$ cat src/rtl/mac_pkg.sv
// Shared types, default widths and saturation-limit helpers for the pipelined MAC.
package mac_pkg;

  localparam int unsigned DEF_DATA_W = 32;
  localparam int unsigned DEF_ACC_W  = 72;
  localparam int unsigned DEF_CNT_W  = 16;
  localparam int unsigned DEF_PROD_W = 2 * DEF_DATA_W;

  // Widest accumulator the limit helpers can describe.
  localparam int unsigned MAX_W = 256;

  typedef logic [MAX_W-1:0] wide_t;

  typedef struct packed {
    logic valid;
    logic first;
    logic last;
    logic signed_mode;
  } beat_flags_t;

  function automatic wide_t sat_max_unsigned(input int unsigned w);
    return {MAX_W{1'b1}} >> (MAX_W - w);
  endfunction

  function automatic wide_t sat_max_signed(input int unsigned w);
    return {MAX_W{1'b1}} >> (MAX_W - w + 1);
  endfunction

  function automatic wide_t sat_min_signed(input int unsigned w);
    return {{(MAX_W-1){1'b0}}, 1'b1} << (w - 1);
  endfunction

endpackage

$ cat src/rtl/mac_mult_stage.sv
// Operand register (S1) and product register (S2) of the MAC; one multiplier
// serves both modes by sign- or zero-extending the operands to the product width.
module mac_mult_stage
  import mac_pkg::*;
#(
  parameter int unsigned DATA_W = DEF_DATA_W
) (
  input  logic                  clk,
  input  logic                  reset,
  input  logic                  in_valid,
  input  logic                  in_first,
  input  logic                  in_last,
  input  logic                  signed_mode,
  input  logic [DATA_W-1:0]     multiplicand,
  input  logic [DATA_W-1:0]     multiplier,
  output logic [2*DATA_W-1:0]   prod,
  output logic                  prod_valid,
  output logic                  prod_first,
  output logic                  prod_last,
  output logic                  prod_signed
);

  localparam int unsigned PROD_W = 2 * DATA_W;

  beat_flags_t       s1_flags_d, s1_flags_q;
  beat_flags_t       s2_flags_d, s2_flags_q;
  logic [DATA_W-1:0] a_d, a_q;
  logic [DATA_W-1:0] b_d, b_q;
  logic [PROD_W-1:0] a_ext, b_ext;
  logic [PROD_W-1:0] prod_d, prod_q;

  // NOTE: every variable gets a default at the top of always_comb so no path
  // leaves it unassigned; a missed branch would otherwise infer a latch.
  always_comb begin
    s1_flags_d = '{valid:       in_valid,
                   first:       in_valid & in_first,
                   last:        in_valid & in_last,
                   signed_mode: signed_mode};
    a_d = multiplicand;
    b_d = multiplier;

    // The low PROD_W bits of the extended product are exact in both modes.
    a_ext = s1_flags_q.signed_mode ? {{DATA_W{a_q[DATA_W-1]}}, a_q} : {{DATA_W{1'b0}}, a_q};
    b_ext = s1_flags_q.signed_mode ? {{DATA_W{b_q[DATA_W-1]}}, b_q} : {{DATA_W{1'b0}}, b_q};
    prod_d     = a_ext * b_ext;
    s2_flags_d = s1_flags_q;
  end

  // NOTE: sequential state uses non-blocking assignments so every flop samples
  // its pre-edge inputs regardless of statement order.
  always_ff @(posedge clk) begin
    if (reset) begin
      s1_flags_q <= '0;
      s2_flags_q <= '0;
    end else begin
      s1_flags_q <= s1_flags_d;
      s2_flags_q <= s2_flags_d;
    end
  end

  // NOTE: datapath registers carry no reset; the valid bits alone decide
  // whether their contents are ever consumed.
  always_ff @(posedge clk) begin
    a_q    <= a_d;
    b_q    <= b_d;
    prod_q <= prod_d;
  end

  assign prod        = prod_q;
  assign prod_valid  = s2_flags_q.valid;
  assign prod_first  = s2_flags_q.first;
  assign prod_last   = s2_flags_q.last;
  assign prod_signed = s2_flags_q.signed_mode;

endmodule

$ cat src/rtl/mac_pipelined.sv
// Three-stage pipelined multiply-accumulate with first/last framing, per-beat
// signed/unsigned operands, saturating or wrapping accumulation and a term counter.
module mac_pipelined
  import mac_pkg::*;
#(
  parameter int unsigned DATA_W   = DEF_DATA_W,
  parameter int unsigned ACC_W    = DEF_ACC_W,
  parameter int unsigned CNT_W    = DEF_CNT_W,
  parameter bit          SATURATE = 1'b1
) (
  input  logic              clk,
  input  logic              reset,
  input  logic              in_valid,
  input  logic              in_first,
  input  logic              in_last,
  input  logic              signed_mode,
  input  logic [DATA_W-1:0] multiplicand,
  input  logic [DATA_W-1:0] multiplier,
  output logic [ACC_W-1:0]  accumulator_out,
  output logic              acc_valid,
  output logic              overflow,
  output logic [CNT_W-1:0]  term_count
);

  localparam int unsigned PROD_W = 2 * DATA_W;

  if (ACC_W < PROD_W) begin : g_acc_too_narrow
    $error("mac_pipelined: ACC_W (%0d) must be at least 2*DATA_W (%0d)", ACC_W, PROD_W);
  end
  if (ACC_W > MAX_W) begin : g_acc_too_wide
    $error("mac_pipelined: ACC_W (%0d) exceeds MAX_W (%0d)", ACC_W, MAX_W);
  end

  localparam wide_t            SMAX_WIDE = sat_max_signed(ACC_W);
  localparam wide_t            SMIN_WIDE = sat_min_signed(ACC_W);
  localparam wide_t            UMAX_WIDE = sat_max_unsigned(ACC_W);
  localparam logic [ACC_W-1:0] SMAX      = SMAX_WIDE[ACC_W-1:0];
  localparam logic [ACC_W-1:0] SMIN      = SMIN_WIDE[ACC_W-1:0];
  localparam logic [ACC_W-1:0] UMAX      = UMAX_WIDE[ACC_W-1:0];

  logic [PROD_W-1:0] s2_prod;
  beat_flags_t       s2;

  mac_mult_stage #(
    .DATA_W (DATA_W)
  ) u_mult (
    .clk          (clk),
    .reset        (reset),
    .in_valid     (in_valid),
    .in_first     (in_first),
    .in_last      (in_last),
    .signed_mode  (signed_mode),
    .multiplicand (multiplicand),
    .multiplier   (multiplier),
    .prod         (s2_prod),
    .prod_valid   (s2.valid),
    .prod_first   (s2.first),
    .prod_last    (s2.last),
    .prod_signed  (s2.signed_mode)
  );

  logic [ACC_W-1:0] acc_d, acc_q;
  logic             ovf_d, ovf_q;
  logic [CNT_W-1:0] cnt_d, cnt_q;
  logic             acc_valid_d, acc_valid_q;

  logic [ACC_W-1:0] prod_ext;
  logic [ACC_W:0]   sum_full;
  logic [ACC_W-1:0] sum;
  logic             add_ovf;
  logic [ACC_W-1:0] clamp;

  always_comb begin
    prod_ext = s2.signed_mode ? ACC_W'($signed(s2_prod)) : ACC_W'(s2_prod);
    sum_full = {1'b0, acc_q} + {1'b0, prod_ext};
    sum      = sum_full[ACC_W-1:0];

    // Signed overflow: addends agree in sign but the sum does not.
    if (s2.signed_mode) begin
      add_ovf = (acc_q[ACC_W-1] == prod_ext[ACC_W-1]) && (sum[ACC_W-1] != acc_q[ACC_W-1]);
      clamp   = prod_ext[ACC_W-1] ? SMIN : SMAX;
    end else begin
      add_ovf = sum_full[ACC_W];
      clamp   = UMAX;
    end

    acc_d       = acc_q;
    ovf_d       = ovf_q;
    cnt_d       = cnt_q;
    acc_valid_d = 1'b0;

    if (s2.valid) begin
      acc_valid_d = s2.last;
      if (s2.first) begin
        // A lone product always fits because ACC_W >= 2*DATA_W.
        acc_d = prod_ext;
        ovf_d = 1'b0;
        cnt_d = CNT_W'(1);
      end else begin
        acc_d = (add_ovf && SATURATE) ? clamp : sum;
        ovf_d = ovf_q | add_ovf;
        cnt_d = (&cnt_q) ? cnt_q : cnt_q + CNT_W'(1);
      end
    end
  end

  always_ff @(posedge clk) begin
    if (reset) begin
      acc_q       <= '0;
      ovf_q       <= 1'b0;
      cnt_q       <= '0;
      acc_valid_q <= 1'b0;
    end else begin
      acc_q       <= acc_d;
      ovf_q       <= ovf_d;
      cnt_q       <= cnt_d;
      acc_valid_q <= acc_valid_d;
    end
  end

  assign accumulator_out = acc_q;
  assign acc_valid       = acc_valid_q;
  assign overflow        = ovf_q;
  assign term_count      = cnt_q;

endmodule

$ cat config.mk
export PLATFORM = sky130hd
export DESIGN_NAME = mac_pipelined
export DESIGN_NICKNAME = d
export VERILOG_FILES = /design/src/rtl/mac_pkg.sv /design/src/rtl/mac_mult_stage.sv /design/src/rtl/mac_pipelined.sv
export SDC_FILE = /design/constraint.sdc
export NUM_CORES = 2
export LEC_CHECK = 0
export ABC_AREA = 1
export CORE_AREA = 2 2 327 329
export CTS_CLUSTER_SIZE = 25
export DETAILED_ROUTE_END_ITERATION = 7
export DIE_AREA = 0 0 329 331
export HOLD_SLACK_MARGIN = 0.03
export PLACE_DENSITY = 0.74
export SLEW_MARGIN = 0
export SYNTH_ARGS = -nofsm -noshare
export SYNTH_HDL_FRONTEND = slang
export SYNTH_HIERARCHICAL = 1
export SYNTH_SLANG_ARGS = --single-unit
$ cat constraint.sdc
create_clock -name clk -period 13.63 [get_ports clk]
set_input_delay 2.726 -clock clk [delete_from_list [all_inputs] [get_ports clk]]
set_output_delay 2.726 -clock clk [all_outputs]
set_load 0.05 [all_outputs]
==> Word level (Yosys, flattened, before mapping) <==
Cells that the tools add are included.
{ "totals": {"reg_bits": 226, "latch_bits": 0, "mem_bits_rw": 0, "mem_bits_ro": 0, "out_inout_bits": 90, "word_cells": 40, "n_memories": 0} }
{ "classes": {"addsub": 2, "multipliers": 1, "div_mod_pow": 0, "order_cmp": 0, "n_eq_ne": 3, "shifts": 0, "mux": 11, "bitwise": 4, "n_reduce_logical": 4} }
{ "op_table": {"columns": ["op", "count"], "rows": [
  ["$mux 72", 5],
  ["$mux 64", 2],
  ["$add 72x72->73", 1],
  ["$mul 64x64->64", 1],
  ["$mux 16", 2],
  ["$add 16x1->16 const B", 1],
  ["$reduce_and 16->1", 1],
  ["$and 1x1->1", 2],
  ["$mux 1", 2],
  ["$ne 2x1->1 const B", 1],
  ["$reduce_and 2->1", 1],
  ["$reduce_or 2->1", 1],
  ["$eq 1x1->1", 1],
  ["$logic_and 1x1->1", 1],
  ["$ne 1x1->1", 1],
  ["$not 1->1", 1],
  ["$or 1x1->1", 1]
]} }

==> Depth between registers and ports, before layout <==
{ "depth": {"depth_word": 7, "mapped_depth": 38, "ltp_nobuf": 37} }

==> Modules after synthesis <==
Netlist, hierarchy kept.
{ "by_module_without_submodules": {"columns": ["module", "instances", "cells_each", "area_each_um2", "seq_area_each_um2"], "rows": [
  ["mac_mult_stage", 1, 6244, 52510.4, 2722.6],
  ["mac_pipelined", 1, 1868, 10329.9, 1801.7]
]} }

==> Worst setup path after synthesis <==
OpenSTA, ideal clock, no wires.
{ "synth_timing": {"path_kind": "reg-to-reg", "startpoint": "register u_mult/s1_flags_q[0] in the netlist's numbering", "endpoint": "register u_mult.prod_q[63], in the netlist u_mult/prod[63]", "arrival_ns": 8.374, "setup_slack_ns": 5.144, "path_stages_with_launch": 34, "path_buffers": 2, "cell_sequence": "dfxtp_1 inv_2 buf_2 clkbuf_1 nor2_1 fa_1 inv_1 fa_1 inv_1 fa_1 fa_1 inv_1 fa_1 fa_1 inv_1 fa_1 inv_1 fa_1 inv_1 fa_1 inv_1 fa_1 inv_1 ha_1 a21oi_1 o21bai_1 a21oi_1 o21ai_0 a21oi_1 o21ai_0 a21oi_1 inv_1 nand2_1 nand2_1"} }
{ "synth_via": {"elab_chain_cells": 2, "elab_cells_between_ends": 3, "classes_between": "mul (1); mux (2)"} }
{ "synth_lines": {"columns": ["item", "line", "source"], "rows": [
  ["start, declared", "mac_mult_stage.sv:25", "beat_flags_t s1_flags_d, s1_flags_q;"],
  ["start signal, assigned", "mac_mult_stage.sv:56", "s1_flags_q <= s1_flags_d;"],
  ["$mux 64, on equally long branches", "mac_mult_stage.sv:43, mac_mult_stage.sv:44", null],
  ["$mul 64x64->64 (*)", "mac_mult_stage.sv:45", "prod_d = a_ext * b_ext;"],
  ["net u_mult.prod_d[63]", "mac_mult_stage.sv:30", "logic [PROD_W-1:0] prod_d, prod_q;"],
  ["end signal, assigned", "mac_mult_stage.sv:66", "prod_q <= prod_d;"],
  ["end, declared", "mac_mult_stage.sv:30", null]
]} }
Mark *: on every way through the listed nets, which the timed path passes. The rest lies on a longest branch.
A chain may end at the register's enable or synchronous reset.

==> Final worst setup path <==
{ "layout_timing": {"startpoint": "register u_mult/s1_flags_q[0] in the netlist's numbering", "endpoint": "register u_mult.prod_q[51], in the netlist u_mult/prod[51]"} }
The elaborated chain is that of the path after synthesis.

==> impl_metrics.ini <==
[setup_path]
path_buf_inv = 8
cp-endpoint = u_mult/prod[51]
ff2ff_setup_slack_ns = 3.88
cp_slowest_stage_delay_ns = 0.98
critPathKind = reg -> reg
worst-path-stages = 28
cp_max_fo = 39
crit_required_ns = 14.16
worstSetupStartpoint = u_mult/s1_flags_q[0]
endpoint_kind = flop
critPathSlowestCell = fa_1
cp.arrival_ns = 10.28
reg2regPathDepth = 28
cp_top_family = adder cells
cpMostUsedCell = fa_1
r2r_end = u_mult/prod[51]
cp-start-kind = flop
r2r-start = u_mult/s1_flags_q[0]

[yosys]
synth_nets = 9983
yosys.area.top_type = fa_1
synth_cell_types = 54
yosys.area_share.simple_pct = 17.1
synth_top_family_by_area = adder cells
ys_top_cells_by_area = fa_1 (45%), inv_1 (15%), nand2_1 (11%)
synth_edf_count = 0
synthAdderAreaFrac_pct = 52.8
ys_seq_area_share_pct = 7.20
synth_top_cell_area_share_pct = 45.1
synthCells = 8112
syn_area_per_cell_sq_um = 7.75
synth_compound_area_share_pct = 4.81
ys_warn_count = 6
async_flop_share_pct = 0
synthMuxAreaShare_pct = 0
ys.flop_type = dfxtp_1
synth_seq_cells = 226
syn_area_sq_mm = 0.0628
synth_xor_area_share_pct = 1.63

[sta]
setup_slack_ns = 3.88
finalCriticalPeriod_ns = 9.75
max_slew_margin_pct = 31.3
min_period_over_period_pct = 71.5
whs_ns = 0.404
finalSetupTns_ns = 0
skew_ns = 0.0522
rsz0062_at_grt = false
fmax_mhz = 103
setup_viol = 0
hold_violations = 0
slew_violations = 0
worst_pin_slew_ns = 1.03

[routing]
drt_iter0_drc = 4227
viasPerCell = 5.40
via_count = 51300
wl_per_cell_um = 21.0
dr.pass1.iters = 7
ant_nets = 0
drcViolationCount = 0
drt_wl_total_um = 200000

[finish]
multiInputGateArea_sq_mm = 0.0480
final_common_cell = inv_1
nets = 9968
fillers = 9262
drive_gt1_share_pct = 2.72
area_growth_syn_to_layout_pct = 6.15
fin_area_sq_mm = 0.0667
seq_area_sq_mm = 0.00453
final_cell_mix = inv_1 (2431), nand2_1 (1788), fa_1 (1415)

[placed_design]
port_buffers = 159
gp_congestion = 1.01
dp_slack_ns = 3.91
postPlaceCellArea_sq_mm = 0.0656
hpwl_um = 167000

[global_route]
grt_pass1_wl_um = 311000
grt_use_total_pct = 37.8
grt_max_degree = 87
overflow = 0
grt_antenna_before_repair = 1
grt_pass1_vias = 54600

[clocking]
cts.sinks = 226
root_buffer = clkbuf_16
cts_tree = yes
path_clk_slew_ns = 0.07
cts_buffer_depth = 3
clkLatencyLatePin_ns = 0.69
cts_buffers = 31
h-tree-depth = 1
postCtsSetupRepairBufs = 0
cts_resized = 0
postCtsHoldBufs = 0

[hold_path]
hold_path_class = reg -> reg

[job]
maxCapViolCount = 0

[floorplan]
ioPinCount = 160
die_x_um = 329
core_sq_mm = 0.105
fp.dieH_um = 331
row_count = 119
dieArea_sq_mm = 0.109
initial_core_util_pct = 59.9

[run_status]
outcome = completed
[cell usage after synthesis, types with 6 or more instances]
cell type,instances
a31oi_1,12
nand3_1,248
buf_2,17
inv_1,2432
nor2_2,13
buf_6,8
nand3b_1,8
inv_2,19
nand4_1,21
xor2_1,91
a21oi_1,291
nor4_1,12
o21ai_1,9
dfxtp_1,226
nor3_1,21
ha_1,386
nand2_2,15
o21a_1,6
fa_1,1415
a21o_1,18
o21ai_0,155
o21bai_1,23
or2_2,7
nor2_1,529
clkbuf_1,251
nand2_1,1789
xnor2_1,26
[layer usage]
| layer | part of all wire [%] | GRT usage, % |
|---|---|---|
| met1 | 38 | 48.6 |
| met5 | 0.0055 | 0 |
| met2 | 47 | 62.9 |
| met4 | 4.9 | 15.9 |
| met3 | 9.9 | 7.53 |
[worst min path at each step]
stage                    startpoint                end  slack, ns  depth (start not counted)
2_1_floorplan  u_mult/s1_flags_q[2]  u_mult/prod_first       0.39                          2
3_3_place_gp   u_mult/s1_flags_q[1]   u_mult/prod_last       0.39                          2
3_5_place_dp   u_mult/s1_flags_q[1]   u_mult/prod_last       0.39                          2
4_1_cts        u_mult/s1_flags_q[1]   u_mult/prod_last       0.40                          2
5_1_grt        u_mult/s1_flags_q[3]  u_mult/prod_valid       0.42                          2
6_report       u_mult/s1_flags_q[1]   u_mult/prod_last       0.40                          2
[registers in the layout (all words and copies together) (netlist names)]
| register | cells |
|---|---|
| accumulator_out | 72 |
| u_mult/prod | 64 |
| u_mult/a_q | 32 |
| u_mult/b_q | 32 |
| term_count | 16 |
| u_mult/s1_flags_q | 4 |
| acc_valid | 1 |
| overflow | 1 |
| u_mult/prod_first | 1 |
| u_mult/prod_last | 1 |
| u_mult/prod_signed | 1 |
| u_mult/prod_valid | 1 |
[cell type report]
cell class / count / area share (%)
diodes: 1 / 0.00375
clock buffers: 36 / 1.25
clock inverters: 22 / 0.390
inverters: 2452 / 13.8
multi-input cells: 5153 / 71.9
flip-flops and latches: 226 / 6.78
well taps: 1391 / 2.61
repair buffers: 233 / 3.21
[cells by family after synthesis]
kind of cell	count (synthesis)
AOI/OAI and AO/OA	549
and+or+nand+nor	2686
buffers and inverters	2733
DFF	226
adders and majority gates	1801
xor gates and xnor gates	117
[per-stage QoR]
stage / util [%] / cells
after floorplan: - / 8112
after global placement: 62.5 / 9455
after detailed placement: 62.5 / 9455
after CTS: 63.5 / 9513
after global routing: 63.5 / 9513
final: 63.5 / 9514
[worst min-delay path: stages, from the launching register on]
cell and delay (ns):
dfxtp_1 0.30, inv_1 0.04, nor2_1 0.03
Power is not shown: default switching activity piles up to over one toggle a cycle in this logic, so the estimate is an artifact.
